<file path="config.mk">
export PLATFORM = sky130hd
export DESIGN_NAME = bhargava_session_ctrl
export DESIGN_NICKNAME = d
export VERILOG_FILES = /design/src/rtl/bhargava_session_ctrl.sv
export SDC_FILE = /design/constraint.sdc
export NUM_CORES = 1
export LEC_CHECK = 0
export CORE_MARGIN = 1
export CORE_UTILIZATION = 35
export CTS_CLUSTER_DIAMETER = 100
export DETAILED_ROUTE_END_ITERATION = 8
export SETUP_SLACK_MARGIN = 0.15
export SLEW_MARGIN = 20
export SYNTH_ARGS = -nofsm -noshare
export SYNTH_HDL_FRONTEND = slang
export SYNTH_SLANG_ARGS = --single-unit
export TNS_END_PERCENT = 5
</file>
<file path="constraint.sdc">
create_clock -name clk -period 2.3 [get_ports clk]
set_clock_uncertainty 0.15 [all_clocks]
set_input_delay 0.575 -clock clk [delete_from_list [all_inputs] [get_ports clk]]
set_output_delay 0.575 -clock clk [all_outputs]
set_load 0.05 [all_outputs]
</file>
<file path="src/rtl/bhargava_session_ctrl.sv">
// Session controller between the UART byte stream and the bhargava core.
// Receive side assembles key and mode header, then forwards payload bytes
// into the core input FIFO. Transmit side drains the core output FIFO into
// uart_tx one byte at a time.
module bhargava_session_ctrl #(
  parameter int unsigned KEY_BYTES    = 8,
  parameter int unsigned IDLE_TIMEOUT = 2000000,
  parameter int unsigned CNT_W        = 24
) (
  input  logic                   clk,
  input  logic                   rst_n,
  input  logic [7:0]             rx_data,
  input  logic                   rx_valid,
  input  logic                   rx_parity_err,
  output logic [KEY_BYTES*8-1:0] key_out,
  output logic                   mode_out,
  output logic                   key_load,
  output logic [7:0]             fifo_wr_data,
  output logic                   fifo_wr,
  input  logic                   fifo_full,
  output logic                   fifo_rd,
  input  logic [7:0]             fifo_rd_data,
  input  logic                   fifo_empty,
  output logic [7:0]             tx_data,
  output logic                   tx_en,
  input  logic                   tx_busy,
  output logic                   stream_end,
  output logic                   overflow,
  output logic [15:0]            drop_cnt,
  output logic                   done,
  output logic [1:0]             state_out
);

  localparam int unsigned KeyW  = KEY_BYTES * 8;
  localparam int unsigned BcntW = $clog2(KEY_BYTES + 1);

  typedef enum logic [1:0] {
    StKey  = 2'd0,
    StMode = 2'd1,
    StData = 2'd2,
    StEnd  = 2'd3
  } state_e;

  state_e            state_q, state_d;
  logic [KeyW-1:0]   key_q, key_d;
  logic              mode_q, mode_d;
  logic [BcntW-1:0]  cnt_q, cnt_d;
  logic [CNT_W-1:0]  idle_q, idle_d;
  logic              load_arm_q, load_arm_d;
  logic              key_load_q;
  logic              stream_end_q, stream_end_d;
  logic              overflow_q, overflow_d;
  logic [15:0]       drop_q, drop_d;

  logic              rd_q, rd_d;
  logic              pending_q, pending_d;
  logic [7:0]        tx_data_q, tx_data_d;

  logic              idle_expired;
  logic              wr_en;

  // The idle window closes on the IDLE_TIMEOUT-th consecutive quiet cycle.
  assign idle_expired = (idle_q == CNT_W'(IDLE_TIMEOUT - 1));

  // Receive FSM: header parsing, payload forwarding and session teardown.
  always_comb begin
    state_d      = state_q;
    key_d        = key_q;
    mode_d       = mode_q;
    cnt_d        = cnt_q;
    idle_d       = idle_q;
    load_arm_d   = 1'b0;
    stream_end_d = stream_end_q;
    overflow_d   = overflow_q;
    drop_d       = drop_q;
    wr_en        = 1'b0;

    unique case (state_q)
      StKey: begin
        if (rx_parity_err) begin
          cnt_d  = '0;
          key_d  = '0;
          idle_d = '0;
        end else if (rx_valid) begin
          // First byte lands in the most significant byte lane.
          for (int i = 0; i < int'(KEY_BYTES); i++) begin
            if (cnt_q == BcntW'(i)) begin
              key_d[KeyW-1-8*i -: 8] = rx_data;
            end
          end
          cnt_d  = cnt_q + BcntW'(1);
          idle_d = '0;
          if (cnt_q == BcntW'(KEY_BYTES - 1)) begin
            state_d = StMode;
          end
        end else if (cnt_q != '0) begin
          if (idle_expired) begin
            cnt_d  = '0;
            key_d  = '0;
            idle_d = '0;
          end else begin
            idle_d = idle_q + CNT_W'(1);
          end
        end
      end

      StMode: begin
        if (rx_parity_err) begin
          state_d = StKey;
          cnt_d   = '0;
          key_d   = '0;
          idle_d  = '0;
        end else if (rx_valid) begin
          mode_d     = rx_data[0];
          state_d    = StData;
          load_arm_d = 1'b1;
          idle_d     = '0;
        end else if (idle_expired) begin
          state_d = StKey;
          cnt_d   = '0;
          key_d   = '0;
          idle_d  = '0;
        end else begin
          idle_d = idle_q + CNT_W'(1);
        end
      end

      StData: begin
        if (rx_parity_err) begin
          state_d      = StEnd;
          stream_end_d = 1'b1;
        end else if (rx_valid) begin
          if (!fifo_full) begin
            wr_en = 1'b1;
          end else begin
            overflow_d = 1'b1;
            if (drop_q != 16'hFFFF) begin
              drop_d = drop_q + 16'd1;
            end
          end
        end
      end

      StEnd: begin
        // Absorbing until reset.
      end

      default: begin
        state_d = StKey;
      end
    endcase
  end

  // Transmit drain: one outstanding read, then hold the byte until uart_tx takes it.
  always_comb begin
    fifo_rd   = !pending_q && !rd_q && !fifo_empty;
    tx_en     = pending_q && !tx_busy;
    rd_d      = fifo_rd;
    pending_d = pending_q;
    tx_data_d = tx_data_q;
    if (rd_q) begin
      tx_data_d = fifo_rd_data;
      pending_d = 1'b1;
    end else if (tx_en) begin
      pending_d = 1'b0;
    end
  end

  // Receive-side state registers.
  always_ff @(posedge clk or negedge rst_n) begin
    if (!rst_n) begin
      state_q      <= StKey;
      key_q        <= '0;
      mode_q       <= 1'b0;
      cnt_q        <= '0;
      idle_q       <= '0;
      load_arm_q   <= 1'b0;
      key_load_q   <= 1'b0;
      stream_end_q <= 1'b0;
      overflow_q   <= 1'b0;
      drop_q       <= '0;
    end else begin
      state_q      <= state_d;
      key_q        <= key_d;
      mode_q       <= mode_d;
      cnt_q        <= cnt_d;
      idle_q       <= idle_d;
      load_arm_q   <= load_arm_d;
      key_load_q   <= load_arm_q;
      stream_end_q <= stream_end_d;
      overflow_q   <= overflow_d;
      drop_q       <= drop_d;
    end
  end

  // Transmit-side state registers.
  always_ff @(posedge clk or negedge rst_n) begin
    if (!rst_n) begin
      rd_q      <= 1'b0;
      pending_q <= 1'b0;
      tx_data_q <= '0;
    end else begin
      rd_q      <= rd_d;
      pending_q <= pending_d;
      tx_data_q <= tx_data_d;
    end
  end

  assign key_out      = key_q;
  assign mode_out     = mode_q;
  assign key_load     = key_load_q;
  assign fifo_wr      = wr_en;
  assign fifo_wr_data = rx_data;
  assign tx_data      = tx_data_q;
  assign stream_end   = stream_end_q;
  assign overflow     = overflow_q;
  assign drop_cnt     = drop_q;
  assign state_out    = state_q;
  assign done         = (state_q == StEnd) && fifo_empty && !pending_q && !rd_q && !tx_busy;

endmodule

</file>
# After elaboration in Yosys (flattened, before gate mapping)
# Cells that the tools add are included.
# W data, S select, Z words.
[totals]
output_inout_bits = 106
input_bits = 23
word_cells = 129
regBits = 125
[classes]
reduce_logical = 32
n_eq_ne = 27
n_mux = 46
n_addsub = 3
n_bitwise = 1
[op_table]
columns = ["operator", "n"]
rows = [
  ["$mux W64", 6],
  ["$mux W24", 6],
  ["$pmux W64 S2", 1],
  ["$mux W8", 8],
  ["$pmux W24 S2", 1],
  ["$ne A4 B4 Y1 const B", 10],
  ["$reduce_and A4 Y1", 9],
  ["$add A24 B1 Y24 const B", 1],
  ["$eq A24 B21 Y1 const B", 1],
  ["$mux W4", 6],
  ["$add A16 B1 Y16 const B", 1],
  ["$eq A4 B3 Y1 const B", 4],
  ["$ne A16 B16 Y1 const B", 1],
  ["$mux W2", 7],
  ["$mux W1", 9],
  ["$eq A4 B2 Y1 const B", 2],
  ["$ne A2 B2 Y1 const B", 4],
  ["$pmux W4 S2", 1],
  ["$logic_and A1 B1 Y1", 7],
  ["$pmux W2 S3", 1],
  ["$reduce_and A3 Y1", 2],
  ["$reduce_and A6 Y1", 1],
  ["$reduce_and A5 Y1", 1],
  ["$add A4 B1 Y4 const B", 1],
  ["other kinds (12)", 18],
]

# Depth between registers and ports, before layout
[logic_depth]
word_depth = 6
ltp_mapped = 9
ltp_nobuf = 7

# Worst setup path before layout
# OpenSTA, ideal clock, no wires.
[synth_path]
path_kind = "reg2out"
start = "reg state_q[0] (netlist: state_out[0])"
end = "out done"
required_ps = 1575
arrival_time_ps = 2395
n_path_buf = 0
path_stages_with_launch = 4
path_slack_ps = -820
path_cell_list = "dfrtp_1 > ha_1 > nand2_1 > nor4_1"
[synth_between]
elab_chain_cells = 5
[synth_rtl]
columns = ["item", "line_no", "source"]
rows = [
  ["start: declaration", "44", "state_e state_q, state_d;"],
  ["start signal: assignment", "172", "state_q <= StKey;"],
  ["start signal: assignment", "183", "state_q <= state_d;"],
  ["$eq A2 B2 Y1", "219", "assign done = (state_q == StEnd) && fifo_empty && !pending_q && !rd_q && !tx_busy;"],
  ["$logic_and A1 B1 Y1 (4 in a row)", "219", ""],
  ["end: declaration", "30", "output logic done,"],
]
# Every way passes these cells.

# Final worst setup path
[layout_path]
start = "reg state_q[1] (netlist: state_out[1])"
end = "out fifo_wr"
[layout_between]
elab_chain_cells = 2
[layout_rtl]
columns = ["item", "line_no", "source"]
rows = [
  ["$eq A2 B2 Y1", "78", "unique case (state_q)"],
  ["$mux W1", "78", ""],
  ["end: declaration", "19", "output logic fifo_wr,"],
]
# Every way passes these cells.

==> reports/metrics.csv <==
stage,metric,value,unit
detailed_routing,Vias,4829,
placed_design,port buffer count,128,
detailed_routing,DRT Wirelength,15600,µm
synth,syn nets,530,
pwr,Sequential Power Share,30.2,%
placed_design,Post-DP HPWL,11400,µm
detailed_routing,1st-pass router iterations,4,
grt,GRT overflow,0,
floorplan,initial core utilization,35.8,%
timing,Slew @ Worst Pin,0.554,ns
grt,Total Routing Usage GR,20.1,%
worst_setup_path,Crit Path Class,reg -> out,
clocking,Root Driver,clkbuf_16,
pwr,Lkg Pwr,4.04,nW
detailed_routing,WL per Instance,17.2,µm
layout,"most common cell after layout, fill and taps aside",dfrtp_1,
clocking,CTS tree,yes,
layout,Nets,716,
synth,Synth Area in Simple Gates,13.7,%
synth,number of synthesized register bits,125,
timing,fin worst setup slack,-0.0193,ns
floorplan,chip width,130,µm
detailed_routing,DRC Markers,0,
timing,final worst-path cycle share,101,%
flow_run,Max Cap Viol,0,
synth,mux contribution to synthesized area,2.90,%
layout,Util after Layout,52.9,%
worst_setup_path,flop2flop setup slack,0.13,ns
synth,Post-synth EDFFs,0,
synth,Post-Syn Instances,496,
clocking,Clock Latency Late Sink,0.42,ns
timing,fin. max-slew vios,0,
synth,Netlist cell types,46,
grt,vias in the first global route,4884,
clocking,H-tree levels,4,
grt,first-pass GRT wire length,25700,µm
grt,initial antenna violation count,0,
detailed_routing,drt via density,5.30,
synth,top_reg_cell synth,dfrtp_1,
layout,layout cells sized above 1,27.1,%
worst_setup_path,"Data required, critical path",1.57,ns
detailed_routing,Post-DRT Antenna Nets,0,
layout,Ant. Diodes,0,
clocking,clock buffer depth,2,
worst_setup_path,Setup crit end kind,output pin,
timing,# setup viols final,1,
worst_setup_path,Setup crit start kind,register,
outcome,outcome,"complete, but fails checks",
min_path,WHS Path Cells,0,
worst_setup_path,Critical Path AT,1.59,ns
clocking,Num CTS Buffers,17,
layout,design area,8400,µm²
synth,largest family of logic cells by synthesized area,compound AO/OA/AOI/OAI gates,
synth,post-synthesis sequential area ratio,54.9,%
pwr,PD cells,1250,nW/µm²
worst_setup_path,worst-path fanout max,4,
floorplan,Die Footprint,16800,µm²
pwr,Sw Ratio,44.6,%
synth,yosys warns,0,
timing,final count of hold timing violations,0,
synth,compound-gate portion of the synthesized area,19.5,%
grt,largest net degree at the start of global routing,53,
min_path,worst hold path type,reg -> reg,
pwr,worst vdd ir,0.000728,V
timing,RSZ-0062 raised after global routing,true,
pwr,Comb power frac,47.5,%
floorplan,total core area,15900,µm²
floorplan,# rows,46,
placed_design,Placed Area,7790,µm²
detailed_routing,Iteration-0 DRC Markers,393,
timing,worst hold slack,0.196,ns
floorplan,num ports,129,
worst_setup_path,reg2reg path depth,5,
pwr,Psw,4.68,mW
floorplan,chip height,130,µm
timing,min cycle time layout,2.32,ns
synth,Synth Area in Adders,2.42,%
synth,synthesized area per cell,11.5,µm²
outcome,failing checks,negative setup slack,
timing,Max Freq,431,MHz
pwr,Internal,5.81,mW
pwr,Pwr Total,10.5,mW
layout,Area Growth Syn to Fin,47.5,%
clocking,Clock transition at path regs,0.05,ns
synth,synthesized area,5690,µm²
layout,most frequent cells in the layout,"120 x dfrtp_1, 84 x buf_4, 72 x dlygate4sd2_1",
clocking,TritonCTS Sinks,125,
timing,relative slew slack,63.2,%
pwr,Clock Power Share,22.3,%
placed_design,GP Congestion,0.886,
synth,Post-Synth XOR/XNOR Area,2.31,%
synth,asr flop ratio synth,100,%
==> power groups by stage <==
stage               sequential, mW  clock (mW)  combinational, mW
finish                        3.16        2.34               4.99
global route                  3.24        2.52               5.26
CTS                           3.17        2.39               4.97
detailed placement            3.22           0               5.25
global placement              3.19           0               5.16
floorplan                     5.07           0               1.44
==> synthesized netlist by cell type (10+ instances only) <==
library cell | instances | area [µm²]
a21oi_1 | 19 | 95.1
a22o_1 | 10 | 87.6
and2_1 | 11 | 68.8
clkbuf_1 | 13 | 48.8
dfrtp_1 | 125 | 3130
ha_1 | 11 | 138
inv_1 | 13 | 48.8
mux2_2 | 12 | 135
nand2_1 | 26 | 97.6
nand3_1 | 17 | 85.1
nand4_1 | 11 | 68.8
nor2_1 | 37 | 139
nor3_1 | 11 | 55.1
o21ai_0 | 18 | 90.1
o32a_1 | 64 | 641
==> registers in the layout, summed over array words and instances (netlist names) <==
register    cells
state_out       2
mode_out        1
idle_q         24
tx_data         8
rd_q            1
key_load        1
key_out        64
load_arm_q      1
cnt_q           4
stream_end      1
overflow        1
drop_cnt       16
pending_q       1
==> final cells by class <==
type,count,area (µm²)
Fill cell,1439,7490
Clock inverter,12,73.8
Tap cell,216,270
Inverter,13,48.8
Multi-Input combinational cell,324,2470
Clock buffer,20,447
Sequential cell,125,3130
Timing Repair Buffer,201,1950
==> worst paths after layout <==
check                                         start                 endpoint
max in group asynchronous                     rst_n           rd_q$_DFF_PN0_
min                            load_arm_q$_DFF_PN0_       key_load$_DFF_PN0_
min reg2reg                    load_arm_q$_DFF_PN0_       key_load$_DFF_PN0_
min in group asynchronous                     rst_n  key_out[25]$_DFFE_PN0P_
max reg2reg                   idle_q[7]$_DFFE_PN0P_   idle_q[22]$_DFFE_PN0P_
max                        state_out[1]$_DFFE_PN0P_                  fifo_wr
==> repair_timing <==
| action | in CTS | in global routing |
|---|---|---|
| resized for setup | 92 | 12 |
| pin swaps | 5 | 4 |
| endpoints found under the hold margin | 16 | 0 |
| setup endpoints to repair | 154 | 82 |
| hold buffers | 1 | 0 |
| setup buffers | 1 | 3 |
==> cell families (layout without fill, tap and decap cells) <==
group / after synthesis / count (layout)
AO/OA/AOI/OAI: 134 / 134
flip-flops: 125 / 125
adder cells (fa/ha/maj): 11 / 11
XOR/XNOR: 15 / 15
AND/OR/NAND/NOR: 149 / 149
buffers and inverters: 47 / 246
multiplexers: 15 / 15
==> stage by stage <==
step | setup slack, ns | cells | TNS (ns)
6_report | -0.0193 | 911 | -0.0193
5_1_grt | -0.0623 | 911 | -0.0812
4_1_cts | -0.0444 | 908 | -0.0444
3_5_place_dp | -0.358 | 874 | -29.51
3_3_place_gp | -0.317 | 874 | -25.71
2_1_floorplan | -0.0607 | 496 | -0.555
==> worst max-delay path, stage by stage, from the launching register on <==
cell	delay (ns)
dfrtp_2	0.40
buf_6	0.13
ha_4	0.15
buf_6	0.12
and3b_2	0.22
buf_12	0.15
==> layer usage <==
layer	vias up	part of all wire, %	global-route usage [%]
met1	2418	44	25.4
met2	125	49	33.4
met4	0	1.4	7.73
met5	-	0	0
li1	2271	-	-
met3	15	4.8	4.79
Note: power is estimated with default switching activity, not from simulation.
